`config.mk`:
```
export PLATFORM = sky130hd
export DESIGN_NAME = bp_update_sched
export DESIGN_NICKNAME = d
export VERILOG_FILES = /design/src/rtl/bp_update_sched.sv
export SDC_FILE = /design/constraint.sdc
export NUM_CORES = 1
export LEC_CHECK = 0
export BUFFER_PORTS_ARGS = -buffer_cell sky130_fd_sc_hd__buf_2
export CAP_MARGIN = 0
export CORE_MARGIN = 2
export CORE_UTILIZATION = 40
export DETAILED_ROUTE_END_ITERATION = 6
export SYNTH_ARGS = -nofsm -noshare
export SYNTH_HDL_FRONTEND = slang
export SYNTH_SLANG_ARGS = --single-unit
```
`constraint.sdc`:
```
create_clock -name clk -period 3.5 [get_ports clk]
set_input_delay 0.525 -clock clk [delete_from_list [all_inputs] [get_ports clk]]
set_output_delay 0.525 -clock clk [all_outputs]
set_load 0.02 [all_outputs]
```
`src/rtl/bp_update_sched.sv`:
```
// rtl/bp_update_sched.sv - BHT/PHT write scheduler: init sweep, update queue, read-modify-write FSM
module bp_update_sched #(
  parameter int BHT_DEPTH  = 10,
  parameter int PHT_DEPTH  = 6,
  parameter int IDX_LO     = 2,
  parameter int FIFO_DEPTH = 4
) (
  input  logic                          clk,
  input  logic                          rst,
  input  logic                          branchM,
  input  logic                          actual_takeM,
  input  logic [31:0]                   pcM,
  input  logic                          lookup_req,
  output logic                          bht_en,
  output logic                          bht_we,
  output logic [BHT_DEPTH-1:0]          bht_addr,
  output logic [PHT_DEPTH-1:0]          bht_wdata,
  input  logic [PHT_DEPTH-1:0]          bht_rdata,
  output logic                          pht_en,
  output logic                          pht_we,
  output logic [PHT_DEPTH-1:0]          pht_addr,
  output logic [1:0]                    pht_wdata,
  input  logic [1:0]                    pht_rdata,
  output logic                          init_done,
  output logic                          upd_drop,
  output logic [$clog2(FIFO_DEPTH):0]   q_count
);

  localparam int QW = $clog2(FIFO_DEPTH);
  localparam int EW = BHT_DEPTH + 1;
  localparam logic [QW-1:0] PTR_ONE = 1;
  localparam logic [QW:0]   CNT_ONE = 1;
  localparam logic [QW:0]   CNT_FULL = FIFO_DEPTH[QW:0];

  typedef enum logic [2:0] {
    S_INIT,
    S_IDLE,
    S_HCAP,
    S_HWR,
    S_CCAP,
    S_CWR
  } state_t;

  state_t               state_q;
  logic [BHT_DEPTH-1:0] sweep_q;
  logic [BHT_DEPTH-1:0] idx_q;
  logic                 tk_q;
  logic [PHT_DEPTH-1:0] hist_q;
  logic [1:0]           ctr_q;
  logic                 init_done_q;

  logic [EW-1:0]        fifo_q [FIFO_DEPTH];
  logic [QW-1:0]        wr_ptr_q;
  logic [QW-1:0]        rd_ptr_q;
  logic [QW:0]          count_q;

  logic                 fifo_full;
  logic                 fifo_empty;
  logic                 pop;
  logic                 push;
  logic [EW-1:0]        entry;
  logic [EW-1:0]        head;
  logic                 sweep_in_pht;
  logic                 unused_pc;

  // PC bits outside the index field do not select a BHT entry
  assign unused_pc = ^{pcM[31:IDX_LO+BHT_DEPTH], pcM[IDX_LO-1:0]};

  assign entry      = {pcM[IDX_LO+BHT_DEPTH-1:IDX_LO], actual_takeM};
  assign head       = fifo_q[rd_ptr_q];
  assign fifo_full  = (count_q == CNT_FULL);
  assign fifo_empty = (count_q == '0);

  // Pop only when issuing a BHT read; a push into a full queue survives if a pop frees a slot
  assign pop  = !rst && (state_q == S_IDLE) && !fifo_empty && !lookup_req;
  assign push = !rst && branchM && (state_q != S_INIT) && (!fifo_full || pop);
  assign upd_drop = !rst && branchM && !push;

  assign init_done = init_done_q;
  assign q_count   = count_q;

  // The PHT is smaller than the BHT, so only the first 2^PHT_DEPTH sweep steps touch it
  assign sweep_in_pht = ((sweep_q >> PHT_DEPTH) == '0);

  function automatic logic [1:0] next_ctr(input logic [1:0] c, input logic t);
    logic [1:0] n;
    case (c)
      2'b00:   n = t ? 2'b01 : 2'b00;
      2'b01:   n = t ? 2'b11 : 2'b00;
      2'b11:   n = t ? 2'b10 : 2'b01;
      default: n = t ? 2'b10 : 2'b11;
    endcase
    return n;
  endfunction

  // Queue storage; contents need no reset because occupancy is tracked separately
  always_ff @(posedge clk) begin
    if (push) begin
      fifo_q[wr_ptr_q] <= entry;
    end
  end

  // Queue pointers and occupancy
  always_ff @(posedge clk) begin
    if (rst) begin
      wr_ptr_q <= '0;
      rd_ptr_q <= '0;
      count_q  <= '0;
    end else begin
      if (push) wr_ptr_q <= wr_ptr_q + PTR_ONE;
      if (pop)  rd_ptr_q <= rd_ptr_q + PTR_ONE;
      case ({push, pop})
        2'b10:   count_q <= count_q + CNT_ONE;
        2'b01:   count_q <= count_q - CNT_ONE;
        default: count_q <= count_q;
      endcase
    end
  end

  // Sweep and read-modify-write sequencing; lookup_req stalls the two write states
  always_ff @(posedge clk) begin
    if (rst) begin
      state_q     <= S_INIT;
      sweep_q     <= '0;
      init_done_q <= 1'b0;
      idx_q       <= '0;
      tk_q        <= 1'b0;
      hist_q      <= '0;
      ctr_q       <= '0;
    end else begin
      case (state_q)
        S_INIT: begin
          sweep_q <= sweep_q + 1'b1;
          if (sweep_q == '1) begin
            state_q     <= S_IDLE;
            init_done_q <= 1'b1;
          end
        end
        S_IDLE: begin
          if (pop) begin
            idx_q   <= head[EW-1:1];
            tk_q    <= head[0];
            state_q <= S_HCAP;
          end
        end
        S_HCAP: begin
          hist_q  <= bht_rdata;
          state_q <= S_HWR;
        end
        S_HWR: begin
          if (!lookup_req) state_q <= S_CCAP;
        end
        S_CCAP: begin
          ctr_q   <= pht_rdata;
          state_q <= S_CWR;
        end
        S_CWR: begin
          if (!lookup_req) state_q <= S_IDLE;
        end
        default: state_q <= S_INIT;
      endcase
    end
  end

  // Table port drive; the RAMs sample these on the same edge that advances the FSM
  always_comb begin
    bht_en    = 1'b0;
    bht_we    = 1'b0;
    bht_addr  = '0;
    bht_wdata = '0;
    pht_en    = 1'b0;
    pht_we    = 1'b0;
    pht_addr  = '0;
    pht_wdata = '0;
    if (!rst) begin
      case (state_q)
        S_INIT: begin
          bht_en   = 1'b1;
          bht_we   = 1'b1;
          bht_addr = sweep_q;
          if (sweep_in_pht) begin
            pht_en    = 1'b1;
            pht_we    = 1'b1;
            pht_addr  = sweep_q[PHT_DEPTH-1:0];
            pht_wdata = 2'b11;
          end
        end
        S_IDLE: begin
          if (pop) begin
            bht_en   = 1'b1;
            bht_addr = head[EW-1:1];
          end
        end
        S_HWR: begin
          if (!lookup_req) begin
            bht_en    = 1'b1;
            bht_we    = 1'b1;
            bht_addr  = idx_q;
            bht_wdata = {hist_q[PHT_DEPTH-2:0], tk_q};
            pht_en    = 1'b1;
            pht_addr  = hist_q;
          end
        end
        S_CWR: begin
          if (!lookup_req) begin
            pht_en    = 1'b1;
            pht_we    = 1'b1;
            pht_addr  = hist_q;
            pht_wdata = next_ctr(ctr_q, tk_q);
          end
        end
        default: ;
      endcase
    end
  end

endmodule

```
==> results of run 1 <==
## per-stage QoR
stage,utilization (%),cells
floorplan,-,338
global placement,45.58,507
detailed placement,45.58,507
CTS,48.12,523
global route,48.12,523
finish,48.12,523
## cell type report
type,instances,area [um2],share of cell area [%]
multi-input combinational,227,1553,34.92
sequential,86,2162,48.62
clock inverter,7,111.4,2.504
clock buffer,9,123.9,2.786
tap,129,161.4,3.630
timing repair buffer,61,320.3,7.203
inverter,4,15.01,0.3376
## critical path, stage by stage (launching register included)
cell and delay [ps]:
dfxtp_1 480, or4b_4 640, nor3_1 150, buf_4 220
nand2_1 90, a21oi_1 230, buf_2 210
## power by group through the flow
stage                     Sequential [mW]  Combinational, mW  Clock (mW)
after global placement               1.09             0.0666           0
after floorplan                      1.09             0.0362           0
final                                1.07             0.0676       0.802
after CTS                            1.07             0.0681       0.822
after global routing                 1.07             0.0756       0.855
after detailed placement             1.09             0.0679           0
## cells by family (layout without fill, tap and decap cells)
logic type	count (synthesis)	after routing	synth area share, %
AO/OA/AOI/OAI	63	63	10.05
XOR/XNOR	11	11	2.528
adder cells (fa/ha/maj)	6	6	2.167
buffers and inverters	25	81	2.528
flip-flops	86	86	56.73
multiplexers	24	24	9.980
AND/OR/NAND/NOR	123	123	16.02
## placed cells by master, fill, tap and decap left out, types with 6 or more instances in the layout
master     n
a22oi_1   16
edfxtp_1  44
mux2i_1   11
clkbuf_8   9
nor2_1    40
o21ai_0    6
xor2_1     6
nand2_1   29
dfxtp_1   42
nand3_1    6
buf_2     55
and2_1     8
a21oi_1   31
mux4_2    11
buf_4      6
## registers in the layout, indices dropped and copies added (netlist names), 3 cells and up, named ones only
signal   flops
idx_q       10
sweep_q     10
q_count      3
hist_q       6
fifo_q      44
state_q      3
## how the worst max path moves through the flow
stage                                  startpoint                 endpoint  cells past startpoint  slack [ps]
after floorplan                               rst  q_count[2]$_SDFFE_PP0P_                      9         870
after global placement                        rst  q_count[2]$_SDFFE_PP0P_                      9         820
after detailed placement                      rst  q_count[2]$_SDFFE_PP0P_                      9         790
after CTS                 state_q[2]$_SDFFE_PP0P_              bht_addr[9]                      6         620
after global routing      state_q[2]$_SDFFE_PP0P_              bht_addr[9]                      6         500
final                     state_q[2]$_SDFFE_PP0P_              bht_addr[9]                      6         620
## layer usage
layer,global-route usage (%),share of wire [%],wire length [um]
met1,20.82,48,3714
met2,26.42,47,3696
met3,3.244,4.3,334
met4,5.405,0.87,68
met5,0,0,0
==> summary.txt, run 1 <==
remaining antenna violation count: 0
clock insertion delay at the later pin of the skew report: 350 ps
overall power after layout: 1.935 mW
setup violators final: 0
PwrDens: 435.1 mW/mm2
power spent charging and discharging nets: 0.4305 mW
Avg Vias per Cell: 5.055
post-layout minimum cycle time: 2882 ps
placement-stage cell area: 0.004212 mm2
clock network power share: 41.4%
Top Ports: 78
capture point of the worst reg-to-reg path: q_count[2]$_SDFFE_PP0P_
leakage power of the design: 1.633 nW
max-cap check violation count: 0
sequential cell fraction of total power: 55.1%
final WL: 7814 um
Bufs on Longest Clock Path: 2
share of power burned in combinational logic: 3.5%
overall die height: 101.6 um
synthesized instance count: 338
Syn-to-layout area delta: 16.68%
NumNets Final: 440
outcome: finished, final reports clean
number of antenna violations at the first check in global routing: 0
first-pass iteration count of the detailed router: 6
wire length of the first global-routing pass: 12700 um
Post-CTS Resized: 0
worst path required time: 2970 ps
Worst Hold End: fifo_q[1][7]$_DFFE_PP_
sequential area share after synthesis: 56.73%
Avg Cell Area, Syn: 11.28 um2
measured slew at the worst slew-check pin: 746.8 ps
max frequency: 347.0 MHz
most frequent cells after synthesis: edfxtp_1, dfxtp_1, nor2_1
reg2reg start: state_q[2]$_SDFFE_PP0P_
clock tree sinks: 86
post-synth net total: 389
portion of the clock cycle consumed by the worst path in the final layout: 82.34%
type of the worst setup path: reg -> out
worst setup slack for register-to-register paths: 860 ps
initial cell density of the core: 41.25%
Main synth FF type: edfxtp_1
drt first-iter violations: 110
nature of the critical path startpoint: register
crit-path max FO: 16
class of the worst hold path: in -> reg
combined area of all synthesized cells: 0.003811 mm2
asr flop ratio synth: 0%
width of the die: 101.6 um
Setup Slack @ Placement: 790.6 ps
critical path capture point type: primary output
Worst IR Drop VDD: 317.5 uV
total track usage: 15.92%
switching portion of total power: 22.25%
hold wc startpoint: pcM[8]
number of core rows: 35
worst clock skew: 11.18 ps
Post-CTS Hold Fix Bufs: 0
biggest area contributors in the synthesized netlist: edfxtp_1, dfxtp_1, mux4_2
Ys Warns: 0
area enclosed by the die boundary: 0.01032 mm2
Placeable Area: 0.009240 mm2
internal power of the cells: 1.504 mW
CTS tree: yes
final sum of negative setup slack: 0 ps
WL per Instance: 14.94 um
Min-Delay Path Depth: 1
Ant. Diodes: 0
number of post-CTS setup repair buffers: 0
setup repair after global routing missed its margin: no
detailed placer's ending HPWL: 5238 um
worst path setup slack after routing: 618.2 ps
fill cell instance count of the final layout: 865
depth of the most critical reg-to-reg path: 8
worst hold slack across all endpoints: 382.9 ps
clock input transition at the sequential cells of the worst setup and hold paths: 100 ps
final slew viol count: 0
port buffer count: 55
number of flip-flops and latches in the synthesized netlist: 86
clock root buffer: clkbuf_8
summed area of non-filler cells in the final layout: 0.004447 mm2
data arrival time of the critical path: 2360 ps
DR DRC count: 0
gp weighted congestion: 0.7841
number of enable flip-flop cells after synthesis: 44
Num CTS Buffers: 9
via count of the first global-routing pass: 2589
most numerous cell in the Yosys netlist: edfxtp_1
unique cell type count in the Yosys netlist: 42
DR vias: 2644
remaining global-route overflow: 0
proportion of layout cells with a drive suffix above 1: 24.62%
count of final hold-check violations: 0
H-tree depth reported by CTS: 3
area share of the largest cell type after synthesis: 34.67%
pin count of the biggest net entering global routing: 50
area leader, netlist: edfxtp_1
relative slew slack: 50.15%
(Power assumes the default switching activity.)
==> run 2, diff against run 1 <==
clock period = 2.35 ns   (was 3.5 ns; I/O delays follow)
==> run 2 against run 1 <==
The flow now finishes with violations (setup timing); utilization is 5.2 points higher; routed wire length is 8.8% higher; clock skew is 5.2 ps higher; sequential cell count stayed put; critical endpoint unchanged.
==> summary.txt, run 2 (synthesis gave the netlist of run 1 again) <==
Placeable Area: 0.009240 mm2
DR DRC count: 0
WL per Instance: 15.38 um
worst setup slack for register-to-register paths: 70 ps
Post-CTS Hold Fix Bufs: 0
switching portion of total power: 25.47%
final sum of negative setup slack: -429.4 ps
clock insertion delay at the later pin of the skew report: 360 ps
Avg Vias per Cell: 5.080
portion of the clock cycle consumed by the worst path in the final layout: 103.7%
detailed placer's ending HPWL: 5462 um
setup repair after global routing missed its margin: yes
remaining antenna violation count: 0
total track usage: 16.87%
reg2reg start: state_q[2]$_SDFFE_PP0P_
register containing the most flip-flops in the final layout: fifo_q
hold wc startpoint: pcM[8]
crit-path max FO: 7
DR vias: 2809
worst path required time: 2000 ps
H-tree depth reported by CTS: 3
sequential cell fraction of total power: 57.8%
proportion of layout cells with a drive suffix above 1: 37.97%
initial cell density of the core: 41.25%
Ant. Diodes: 0
NumNets Final: 470
violated checks: setup timing
number of antenna violations at the first check in global routing: 0
count of final hold-check violations: 0
final slew viol count: 0
largest registers: fifo_q x44, idx_q x10, sweep_q x10
gp weighted congestion: 0.7957
measured slew at the worst slew-check pin: 685.7 ps
Syn-to-layout area delta: 29.22%
pin count of the biggest net entering global routing: 31
worst clock skew: 16.41 ps
capture point of the worst reg-to-reg path: q_count[2]$_SDFFE_PP0P_
nature of the critical path startpoint: register
Top Ports: 78
width of the die: 101.6 um
overall die height: 101.6 um
port buffer count: 55
leakage power of the design: 1.812 nW
internal power of the cells: 2.046 mW
post-layout minimum cycle time: 2438 ps
clock root buffer: clkbuf_8
area enclosed by the die boundary: 0.01032 mm2
capture point of the critical path: bht_addr[9]
summed area of non-filler cells in the final layout: 0.004925 mm2
depth of the most critical reg-to-reg path: 7
Worst IR Drop VDD: 433.0 uV
outcome: finished with violations
class of the worst hold path: in -> reg
clock network power share: 37.9%
share of power burned in combinational logic: 4.3%
CTS tree: yes
drt first-iter violations: 185
type of the worst setup path: reg -> out
final WL: 8503 um
wire length of the first global-routing pass: 13380 um
PwrDens: 557.3 mW/mm2
worst path setup slack after routing: -87.96 ps
power spent charging and discharging nets: 0.6991 mW
commonest cells after routing, fill and taps aside: edfxtp_1, buf_2, nor2_1
Num CTS Buffers: 9
clock input transition at the sequential cells of the worst setup and hold paths: 110 ps
worst hold slack across all endpoints: 198.8 ps
setup violators final: 10
Bufs on Longest Clock Path: 2
placement-stage cell area: 0.004398 mm2
first-pass iteration count of the detailed router: 4
critical path capture point type: primary output
remaining global-route overflow: 0
relative slew slack: 54.12%
via count of the first global-routing pass: 2655
max frequency: 410.2 MHz
max-cap check violation count: 0
number of core rows: 35
number of flip-flops in the largest register: 44
worst setup path startpoint: state_q[2]$_SDFFE_PP0P_
most common cell after layout, fill and taps aside: edfxtp_1
clock tree sinks: 86
data arrival time of the critical path: 2090 ps
fill cell instance count of the final layout: 808
## run 2: cell types whose count changed in the layout (fill, tap and decap cells not counted), sizes merged
| cell | before | now |
|---|---|---|
| bufinv | 2 | 0 |
| or3 | 4 | 5 |
| clkinvlp | 0 | 1 |
| buf | 61 | 90 |
| clkinv | 1 | 2 |
## run 2: through the flow
stage               setup WS [ps]  total power, mW  utilization (%)  std cells
CTS                        -68.47            2.754            51.43        544
detailed placement          7.570            1.726            47.60        523
finish                     -87.96            2.745            53.30        553
global route               -145.2            2.838            53.30        553
floorplan                  -24.57            1.672                -        338
global placement            23.73            1.724            47.60        523
## run 2: how the worst min path moves through the flow
stage	to	cells after the start
after floorplan	idx_q[3]$_SDFFE_PP0P_	2
after global placement	idx_q[1]$_SDFFE_PP0P_	2
after detailed placement	idx_q[6]$_SDFFE_PP0P_	2
after CTS	fifo_q[1][7]$_DFFE_PP_	1
after global routing	fifo_q[0][7]$_DFFE_PP_	1
final	fifo_q[1][7]$_DFFE_PP_	1
## run 2: power groups by stage
stage / logic (mW) / registers, mW / clock network (mW)
global placement: 0.103 / 1.62 / 0
CTS: 0.110 / 1.59 / 1.06
detailed placement: 0.104 / 1.62 / 0
global route: 0.131 / 1.59 / 1.12
finish: 0.118 / 1.59 / 1.04
floorplan: 0.0540 / 1.62 / 0
## run 2: area by class of cell
class,count,area [um2],share of cell area [%]
Tap cell,129,161.4,3.277
Multi-Input combinational cell,228,1723,34.98
Clock inverter,7,75.07,1.524
Inverter,4,15.01,0.3049
Timing Repair Buffer,90,659.4,13.39
Sequential cell,86,2167,44.00
Clock buffer,9,123.9,2.515
## run 2: repair_timing
action | CTS | global route
pin swaps | 1 | 11
buffers inserted | 4 | 9
hold endpoints to repair | 0 | 0
gates cloned | 2 | 1
gates resized for setup | 37 | 30
endpoints found under the setup margin | 20 | 29
## run 2: metal layers
layer  vias to the layer above  track usage, %  wire length [um]
met5                         -               0                 0
met4                         0           6.445               146
met3                        13           3.589               372
met2                        67           27.43              4113
met1                      1331           22.17              3870
li1                       1398               -                 -
## run 2: worst max-delay path, stage by stage (launching register included)
cell and delay (ps):
dfxtp_2 340, or4b_4 510, nor3_4 250, buf_6 180, nand2_2 70, a21oi_2 180
buf_4 180
==> run 3, diff against run 2 <==
CAP_MARGIN = 40   (was 0)
SETUP_SLACK_MARGIN = 0.02   (was default)
==> run 3 against run 2 <==
The run still ends with setup timing left; routed wire length decreased by 1.3%; register-to-register slack lost 40 ps; first-iteration DRC count fell by 18%; clock skew is 2.2 ps lower; via count down 1.5%; sequential cell count unchanged; final cell count is 0.72% lower; clock power about the same; critical path type unchanged; critical endpoint unchanged.
==> summary.txt, run 3 (synthesis gave the netlist of run 1 again) <==
outcome: finished with violations
violated checks: setup timing
DR vias: 2767
portion of the clock cycle consumed by the worst path in the final layout: 102.8%
remaining global-route overflow: 0
Syn-to-layout area delta: 28.40%
count of final hold-check violations: 0
gp weighted congestion: 0.7957
Bufs on Longest Clock Path: 2
final cell utilization of the core: 52.96%
H-tree depth reported by CTS: 3
worst clock skew: 14.19 ps
final sum of negative setup slack: -360.5 ps
DR DRC count: 0
overall die height: 101.6 um
measured slew at the worst slew-check pin: 684.1 ps
worst hold slack across all endpoints: 202.9 ps
sequential cell fraction of total power: 58.0%
number of core rows: 35
Num CTS Buffers: 9
number of flip-flops in the largest register: 44
setup repair after global routing missed its margin: yes
total track usage: 17.15%
commonest cells after routing, fill and taps aside: edfxtp_1, buf_4, nor2_1
clock network power share: 37.7%
proportion of layout cells with a drive suffix above 1: 35.24%
Avg Vias per Cell: 5.040
pin count of the biggest net entering global routing: 31
Post-CTS Hold Fix Bufs: 0
capture point of the worst reg-to-reg path: q_count[2]$_SDFFE_PP0P_
reg2reg start: state_q[2]$_SDFFE_PP0P_
worst setup slack for register-to-register paths: 30 ps
class of the worst hold path: in -> reg
WL per Instance: 15.29 um
max-cap check violation count: 0
area enclosed by the die boundary: 0.01032 mm2
type of the worst setup path: reg -> out
Min-Delay Path Depth: 1
power spent charging and discharging nets: 0.6908 mW
Worst Hold End: fifo_q[1][7]$_DFFE_PP_
Worst IR Drop VDD: 445.5 uV
overall power after layout: 2.737 mW
largest registers: fifo_q x44, idx_q x10, sweep_q x10
clock root buffer: clkbuf_8
register containing the most flip-flops in the final layout: fifo_q
switching portion of total power: 25.24%
Top Ports: 78
leakage power of the design: 1.793 nW
drt first-iter violations: 152
worst path required time: 2000 ps
PwrDens: 559.2 mW/mm2
via count of the first global-routing pass: 2675
CTS tree: yes
clock input transition at the sequential cells of the worst setup and hold paths: 110 ps
internal power of the cells: 2.046 mW
data arrival time of the critical path: 2060 ps
setup violators final: 8
share of power burned in combinational logic: 4.3%
clock tree sinks: 86
Ant. Diodes: 0
port buffer count: 55
fill cell instance count of the final layout: 821
initial cell density of the core: 41.25%
remaining antenna violation count: 0
detailed placer's ending HPWL: 5462 um
max frequency: 414.1 MHz
wire length of the first global-routing pass: 13560 um
final WL: 8392 um
nature of the critical path startpoint: register
Placeable Area: 0.009240 mm2
crit-path max FO: 7
NumNets Final: 466
width of the die: 101.6 um
depth of the most critical reg-to-reg path: 8
relative slew slack: 54.23%
most common cell after layout, fill and taps aside: edfxtp_1
worst path setup slack after routing: -65.09 ps
final slew viol count: 0
Setup Slack @ Placement: 7.570 ps
number of antenna violations at the first check in global routing: 0
first-pass iteration count of the detailed router: 4
critical path capture point type: primary output
post-layout minimum cycle time: 2415 ps
clock insertion delay at the later pin of the skew report: 360 ps
hold wc startpoint: pcM[8]
## run 3: changes by cell type in the layout (fill, tap and decap cells not counted), moves of 3 or more
cell,previous run,this run
a21oi_1,22,26
buf_4,32,39
buf_2,43,33
a21oi_2,8,5
nand2_2,8,1
nand2_1,20,28
## run 3: power groups by stage
stage / combinational [mW] / sequential (mW) / clock (mW)
global placement: 0.103 / 1.62 / 0
CTS: 0.112 / 1.59 / 1.06
global route: 0.130 / 1.59 / 1.12
floorplan: 0.0540 / 1.62 / 0
finish: 0.118 / 1.59 / 1.03
detailed placement: 0.104 / 1.62 / 0
## run 3: critical path: stages, from the launching register on
cell	delay (ps)
dfxtp_2	340
or4b_4	520
nor3_4	240
buf_6	170
nand2_1	90
a21oi_2	170
buf_4	170
## run 3: cell type report
cell class                 instances  area [um2]  share of cell area [%]
clock buffer                       9       123.9                   2.531
clock inverter                     7       75.07                   1.534
inverter                           4       15.01                  0.3068
multi-input combinational        227        1683                   34.39
sequential                        86        2170                   44.34
tap                              129       161.4                   3.298
timing repair buffer              87       665.6                   13.60
## run 3: worst max-delay path by stage
stage	start	to	slack (ps)	cells past startpoint
CTS	state_q[2]$_SDFFE_PP0P_	bht_addr[1]	-60	6
detailed placement	rst	q_count[2]$_SDFFE_PP0P_	8	8
floorplan	rst	q_count[2]$_SDFFE_PP0P_	-20	9
finish	state_q[2]$_SDFFE_PP0P_	bht_addr[9]	-70	6
global placement	lookup_req	bht_wdata[0]	20	8
global route	state_q[2]$_SDFFE_PP0P_	bht_addr[3]	-140	6
## run 3: layer usage
layer	global-route usage [%]	vias to the layer above	part of all wire, %
met3	3.589	9	3.8
li1	-	1387	-
met2	28.14	63	48
met4	6.237	0	1.5
met1	22.50	1308	47
met5	0	-	0
## run 3: timing repair
| item | 4_1_cts | 5_1_grt |
|---|---|---|
| resized for setup | 42 | 28 |
| pin swaps | 3 | 2 |
| buffers inserted | 4 | 4 |
| setup endpoints to repair | 22 | 31 |
| cloned | 2 | 0 |
## run 3: metrics by stage
step	instance area, um2	cells
floorplan	3839	338
global placement	4398	523
detailed placement	4398	523
CTS	4792	545
global route	4893	549
finish	4893	549
